==> config.mk <==
export PLATFORM = sky130hd
export DESIGN_NAME = wb_timer
export DESIGN_NICKNAME = d
export VERILOG_FILES = /design/src/rtl/wb_timer_pkg.sv /design/src/rtl/wb_timer_prescaler.sv /design/src/rtl/wb_timer.sv
export SDC_FILE = /design/constraint.sdc
export NUM_CORES = 1
export LEC_CHECK = 0
export ABC_AREA = 1
export CORE_MARGIN = 5
export CORE_UTILIZATION = 45
export CTS_CLUSTER_DIAMETER = 200
export DETAILED_ROUTE_END_ITERATION = 8
export PLACE_DENSITY = 0.78
export SLEW_MARGIN = 20
export SYNTH_ARGS = -nofsm -noshare
export SYNTH_HDL_FRONTEND = slang
export SYNTH_SLANG_ARGS = --single-unit
==> constraint.sdc <==
create_clock -name clk -period 5.8 [get_ports clk]
set_input_delay 1.74 -clock clk [delete_from_list [all_inputs] [get_ports clk]]
set_output_delay 1.74 -clock clk [all_outputs]
set_load 0.02 [all_outputs]
==> src/rtl/wb_timer_pkg.sv <==
// wb_timer_pkg: register map, CTRL bit positions and shared helpers for wb_timer
package wb_timer_pkg;
  localparam int PRESCALE_W = 16;
  localparam logic [7:0] REG_CTRL = 8'h00;
  localparam logic [7:0] REG_PRESCALE = 8'h04;
  localparam logic [7:0] REG_COMPARE = 8'h08;
  localparam logic [7:0] REG_COUNT = 8'h0C;
  localparam logic [7:0] REG_STATUS = 8'h10;
  localparam int CTRL_EN = 0;
  localparam int CTRL_AUTO_RELOAD = 1;
  localparam int CTRL_IRQ_EN = 2;
  function automatic logic [31:0] merge_bytes(input logic [31:0] cur, input logic [31:0] wdat,
                                              input logic [3:0] sel);
    logic [31:0] m;
    for (int i = 0; i < 4; i++) m[8*i+:8] = sel[i] ? wdat[8*i+:8] : cur[8*i+:8];
    return m;
  endfunction
endpackage

==> src/rtl/wb_timer_prescaler.sv <==
// wb_timer_prescaler: divides clk by prescale+1 while enabled, restartable via clear
module wb_timer_prescaler
  import wb_timer_pkg::*;
(
  input  logic                  clk,
  input  logic                  resetn,
  input  logic                  en,
  input  logic                  clear,
  input  logic [PRESCALE_W-1:0] prescale,
  output logic                  tick
);
  logic [PRESCALE_W-1:0] pre_cnt;
  assign tick = en & (pre_cnt == prescale);
  always_ff @(posedge clk) begin
    if (!resetn || clear || !en || tick) pre_cnt <= '0;
    else pre_cnt <= pre_cnt + 1'b1;
  end
endmodule

==> src/rtl/wb_timer.sv <==
// wb_timer: Wishbone-slave prescaled 32-bit timer with compare match and level interrupt
module wb_timer
  import wb_timer_pkg::*;
#(
  parameter logic [31:0] BASE_ADDRESS = 32'h0300_1000
) (
  input  logic        clk,
  input  logic        resetn,
  input  logic        i_wb_cyc,
  input  logic        i_wb_stb,
  input  logic        i_wb_we,
  input  logic [3:0]  i_wb_sel,
  input  logic [31:0] i_wb_addr,
  input  logic [31:0] i_wb_data,
  output logic        o_wb_ack,
  output logic [31:0] o_wb_data,
  output logic        o_irq
);
  logic en, auto_reload, irq_en, match_flag;
  logic [PRESCALE_W-1:0] prescale;
  logic [31:0] compare, count, rdata;
  logic [7:0] off;
  logic req, wr, wr_ctrl, wr_pre, wr_cmp, wr_cnt, wr_sts, tick, is_match, unused_addr;
  assign off = {i_wb_addr[7:2], 2'b00};
  assign unused_addr = ^i_wb_addr[1:0];
  assign req = i_wb_cyc & i_wb_stb & (i_wb_addr[31:8] == BASE_ADDRESS[31:8]) & !o_wb_ack;
  assign wr = req & i_wb_we;
  assign wr_ctrl = wr & (off == REG_CTRL);
  assign wr_pre = wr & (off == REG_PRESCALE);
  assign wr_cmp = wr & (off == REG_COMPARE);
  assign wr_cnt = wr & (off == REG_COUNT);
  assign wr_sts = wr & (off == REG_STATUS);
  assign is_match = count == compare;
  assign o_irq = match_flag & irq_en;
  always_comb begin
    rdata = off == REG_CTRL     ? {29'd0, irq_en, auto_reload, en} :
            off == REG_PRESCALE ? {16'd0, prescale} :
            off == REG_COMPARE  ? compare :
            off == REG_COUNT    ? count :
            off == REG_STATUS   ? {31'd0, match_flag} : '0;
  end
  // Any register write that moves the count or the period restarts the prescaler phase
  wb_timer_prescaler u_pre (
    .clk      (clk),
    .resetn   (resetn),
    .en       (en),
    .clear    (wr_pre | wr_cnt),
    .prescale (prescale),
    .tick     (tick)
  );
  always_ff @(posedge clk) begin
    if (!resetn) begin
      o_wb_ack <= 1'b0;
      o_wb_data <= '0;
      en <= 1'b0;
      auto_reload <= 1'b0;
      irq_en <= 1'b0;
      match_flag <= 1'b0;
      prescale <= '0;
      compare <= '0;
      count <= '0;
    end else begin
      o_wb_ack <= req;
      o_wb_data <= (req & !i_wb_we) ? rdata : '0;
      if (wr_ctrl & i_wb_sel[0]) begin
        en <= i_wb_data[CTRL_EN];
        auto_reload <= i_wb_data[CTRL_AUTO_RELOAD];
        irq_en <= i_wb_data[CTRL_IRQ_EN];
      end else if (tick & is_match & !auto_reload) en <= 1'b0;
      if (wr_pre) prescale <= {i_wb_sel[1] ? i_wb_data[15:8] : prescale[15:8],
                               i_wb_sel[0] ? i_wb_data[7:0] : prescale[7:0]};
      if (wr_cmp) compare <= merge_bytes(compare, i_wb_data, i_wb_sel);
      if (wr_cnt) count <= merge_bytes(count, i_wb_data, i_wb_sel);
      else if (tick) count <= is_match ? (auto_reload ? '0 : count) : count + 32'd1;
      if (tick & is_match) match_flag <= 1'b1;
      else if (wr_sts & i_wb_sel[0] & i_wb_data[0]) match_flag <= 1'b0;
    end
  end
endmodule
==> tab_implementation.tex <==
\begin{tabular}{lr}
\hline
Metric & Value \\
\hline
\multicolumn{2}{l}{\textbf{Place}} \\
\quad Gpl congestion & 0.958 \\
\quad Placed wire-length estimate & between 15,000 and 20,000 um \\
\quad Number of port buffers & about 100 \\
\quad Placed standard-cell area & approximately 8600 um\^{}2 \\
\quad Placed Cells & between 1,000 and 1,500 \\
\multicolumn{2}{l}{\textbf{Synthesis}} \\
\quad Dominant synthesized flop cell & sky130\_fd\_sc\_hd\_\_dfxtp\_1 \\
\quad Number of synthesized flops with an enable pin & 0 \\
\quad Post-Synthesis Net Count & approximately 1,200 \\
\quad Async SR Flop Fraction & 0 \\
\quad Seq cells post-synth & about 130 \\
\quad Avg Inst Size Synth & 6.52 um\^{}2 \\
\quad Number of distinct library cell variants in the gate-level netlist after synthesis & 40 \\
\quad Proportion of synthesized chip area in sequential cells & 0.356 \\
\quad Syn Inst Count & roughly 1,100 \\
\quad Yosys synthesis warning count & 0 \\
\quad Mapped cell area & about 7500 um\^{}2 \\
\multicolumn{2}{l}{\textbf{Clock network}} \\
\quad Number of sinks driven by the clock tree & 133 \\
\quad Quantity of hold-fixing buffers added after cts & 0 \\
\quad Clock buffers created by TritonCTS & 17 \\
\quad Post-CTS setup buffer count & 0 \\
\quad Maximum level of the CTS H-tree & 4 \\
\quad CTS tree & built \\
\quad Resized cells post-CTS & 0 \\
\quad Maximum buffer depth of the clock tree & 2 \\
\quad Reg clk slew, reported paths & 0.06 ns \\
\quad Worst-skew pair later-pin latency & between 0.4 and 0.5 ns \\
\quad Clock Root Buffer & sky130\_fd\_sc\_hd\_\_clkbuf\_16 \\
\multicolumn{2}{l}{\textbf{Finish}} \\
\quad Count of antenna diodes in the layout & 0 \\
\quad Count of filler cells inserted in the layout & between 1,500 and 2,000 \\
\quad Fin cells & about 1,500 \\
\quad Most common library cell in the layout ignoring fill and taps & sky130\_fd\_sc\_hd\_\_nand2\_1 \\
\quad Post-layout net count & around 1,300 \\
\quad Leading cell types in the layout, fill and taps excluded & sky130\_fd\_sc\_hd\_\_nand2\_1, sky130\_fd\_sc\_hd\_\_nor2\_1, sky130\_fd\_sc\_hd\_\_inv\_1 \\
\quad Final design instance area without fill & slightly above 9000 um\^{}2 \\
\quad Layout overhead on the synthesized area & 24.2\% \\
\quad Sequential cell area & roughly 2700 um\^{}2 \\
\quad Share of layout cells above drive strength 1 & 0.0455 \\
\quad Multi-input gate area & between 4000 and 5000 um\^{}2 \\
\multicolumn{2}{l}{\textbf{Timing}} \\
\quad Final Hold Viols & 0 \\
\quad Final min period & 4.07 ns \\
\quad Top achievable clock speed & approximately 250 MHz \\
\quad Final Max Slew Viols & 0 \\
\quad Worst-case hold slack & approximately 0.48 ns \\
\quad Share of the cycle needed by the critical path after routing & 0.702 \\
\quad Actual slew at the worst max-slew pin & approximately 0.83 ns \\
\quad Unrepaired setup endpoints after global routing & no \\
\quad Setup total negative slack & 0 ns \\
\quad Relative slew margins & 0.449 \\
\quad Clk\_skew & 0.00849 ns \\
\quad Final-report setup violation count & 0 \\
\multicolumn{2}{l}{\textbf{Worst setup path}} \\
\quad Startpoint-to-endpoint class of the critical path & input pin to flop \\
\quad Gate family responsible for the most delay along the worst path & simple AND/OR/NAND/NOR gates \\
\quad Worst Path Buf+Inv & 3 \\
\quad Worst reg-to-reg setup slack & between 3 and 4 ns \\
\quad Startpoint Class & input pin \\
\quad Critical Path RT & 6.12 ns \\
\quad Category of the worst setup path capture point & flop \\
\quad Critical path data arrival time & roughly 4.4 ns \\
\quad List of cells traversed by the critical path & clkdlybuf4s50\_1 > nor2\_1 > nand3b\_1 > nor2\_1 > nand2\_1 > inv\_2 > nand3\_2 > inv\_2 > nand2\_1 > nand2\_2 > nand2\_1 > nand2\_1 > nor2\_1 \\
\quad Cell mode on critical path & sky130\_fd\_sc\_hd\_\_nand2\_1 \\
\quad Maximum fanout along the worst path & 29 \\
\quad Delay of the slowest cell on the worst path & between 0.5 and 0.6 ns \\
\quad Slowest stage cell on the critical path & sky130\_fd\_sc\_hd\_\_inv\_2 \\
\multicolumn{2}{l}{\textbf{Detailed routing}} \\
\quad Drt total wl & 22,500 um \\
\quad Routed via count divided by cell count & about 5.2 \\
\quad DRC marker count from the first detailed-route iteration & 596 \\
\quad Detailed-route wire length per cell & between 15 and 20 um \\
\quad Count of antenna-violating nets left after detailed routing & 0 \\
\quad Remaining routing DRC violations & 0 \\
\quad First-pass DRT Iterations & 5 \\
\quad Total vias in the final route & between 7,000 and 8,000 \\
\multicolumn{2}{l}{\textbf{Global routing}} \\
\quad Initial antenna violation count & 0 \\
\quad Global router's overall resource usage & 0.230 \\
\quad Total congestion overflow & 0 \\
\quad First-pass GRT wire length & between 30,000 and 40,000 um \\
\quad Via count of the first global-routing pass & about 7,300 \\
\quad Maximum number of pins on one net before global-route repair & 39 \\
\multicolumn{2}{l}{\textbf{Floorplan}} \\
\quad DIE WIDTH & between 100 and 150 um \\
\quad Overall die height & 139 um \\
\quad Initial standard-cell utilization of the core & 0.454 \\
\quad Boundary pin count & roughly 110 \\
\quad Total number of placement rows & 47 \\
\quad Die Footprint & 19,300 um\^{}2 \\
\quad Area inside the core boundary & between 15,000 and 20,000 um\^{}2 \\
\multicolumn{2}{l}{\textbf{Pwr}} \\
\quad Leakage dissipation & 0.00367 uW \\
\quad Highest ir drop seen on vdd & about 0.22 mV \\
\quad Power density cells & approximately 240 nW/um\^{}2 \\
\multicolumn{2}{l}{\textbf{Run}} \\
\quad Max-capacitance violation count & 0 \\
\multicolumn{2}{l}{\textbf{Status}} \\
\quad Run status & complete, no violations \\
\multicolumn{2}{l}{\textbf{Min path}} \\
\quad Worst min-delay path category & flop to flop \\
\hline
\end{tabular}
[final cells by class]
cell class | count | area share
Sequential cell | 133 | 0.287
Tap cell | 220 | 0.0297
Inverter | 141 | 0.0570
Multi-Input combinational cell | 839 | 0.441
Timing Repair Buffer | 107 | 0.115
Clock buffer | 19 | 0.0488
Clock inverter | 13 | 0.0220
[worst register-to-register path, cell delays in order (launching register included)]
cell                      delay, ns
sky130_fd_sc_hd__dfxtp_1       0.32
sky130_fd_sc_hd__nor3_1        0.22
sky130_fd_sc_hd__nand3_1       0.19
sky130_fd_sc_hd__nor3_4        0.28
sky130_fd_sc_hd__nand3_2       0.23
sky130_fd_sc_hd__inv_2         0.51
sky130_fd_sc_hd__nand2_1       0.15
sky130_fd_sc_hd__nand2_2       0.23
sky130_fd_sc_hd__nand2_1       0.10
sky130_fd_sc_hd__nand2_1       0.09
sky130_fd_sc_hd__nor2_1        0.06
[report_power, final]
part	switching, uW	internal (uW)	leakage, uW
Sequential	0.000000283	914	0.00107
Combinational	41.9	46.5	0.00229
Clock	421	783	0.000311
[state kept, by name, indices dropped and copies added (netlist names)]
signal	count
compare	32
irq_en	1
u_pre.pre_cnt	16
o_wb_data	32
match_flag	1
o_wb_ack	1
auto_reload	1
prescale	16
en	1
count	32
[cell families (layout without fill, tap and decap cells)]
group | after synthesis | count (layout) | synth area share
AOI/OAI and AO/OA | 190 | 190 | 0.153
xor gates and xnor gates | 52 | 52 | 0.0609
adders and majority gates | 2 | 2 | 0.00335
buffers and inverters | 174 | 280 | 0.0961
DFF | 133 | 133 | 0.356
and+or+nand+nor | 595 | 595 | 0.330
[per-stage QoR]
stage,utilization,setup slack (ns),power [uW]
2_1_floorplan,-,2.67,953
3_3_place_gp,0.524,1.41,1020
3_5_place_dp,0.524,1.37,1020
4_1_cts,0.564,1.76,2210
5_1_grt,0.564,1.46,2260
6_report,0.564,1.73,2210
[cell usage after synthesis, drive strengths merged (2+ instances only)]
cell type,instances,share of area
xnor2,23,0.027
nand4,22,0.018
a21oi,73,0.049
o22ai,13,0.011
nor3,26,0.019
clkbuf,13,0.0069
inv,138,0.069
xor2,29,0.034
clkinv,3,0.0015
or2,3,0.0025
buf,20,0.018
a22oi,18,0.018
o21a,48,0.048
o21ai,34,0.023
nor4,3,0.0033
nand3,31,0.022
dfxtp,133,0.36
nand2,315,0.16
ha,2,0.0033
nor2,187,0.096
nor3b,5,0.0050
[worst paths after layout]
path,to,cells after the start,startpoint
worst max-delay path,count[3]$_SDFFE_PN0P_,13,i_wb_addr[7]
worst min-delay path,u_pre.pre_cnt[0]$_SDFF_PP0_,1,u_pre.pre_cnt[0]$_SDFF_PP0_
worst max register to register,count[3]$_SDFFE_PN0P_,10,o_wb_ack$_SDFF_PN0_
worst min register to register,u_pre.pre_cnt[0]$_SDFF_PP0_,1,u_pre.pre_cnt[0]$_SDFF_PP0_
[per-layer routing]
metal / vias to the layer above / global-route usage / share of wire
met5: - / 0 / 0
met1: 3518 / 0.288 / 0.43
li1: 3843 / - / -
met2: 258 / 0.394 / 0.48
met4: 0 / 0.0855 / 0.028
met3: 50 / 0.0431 / 0.059
Power figures use the tool's default switching activity.
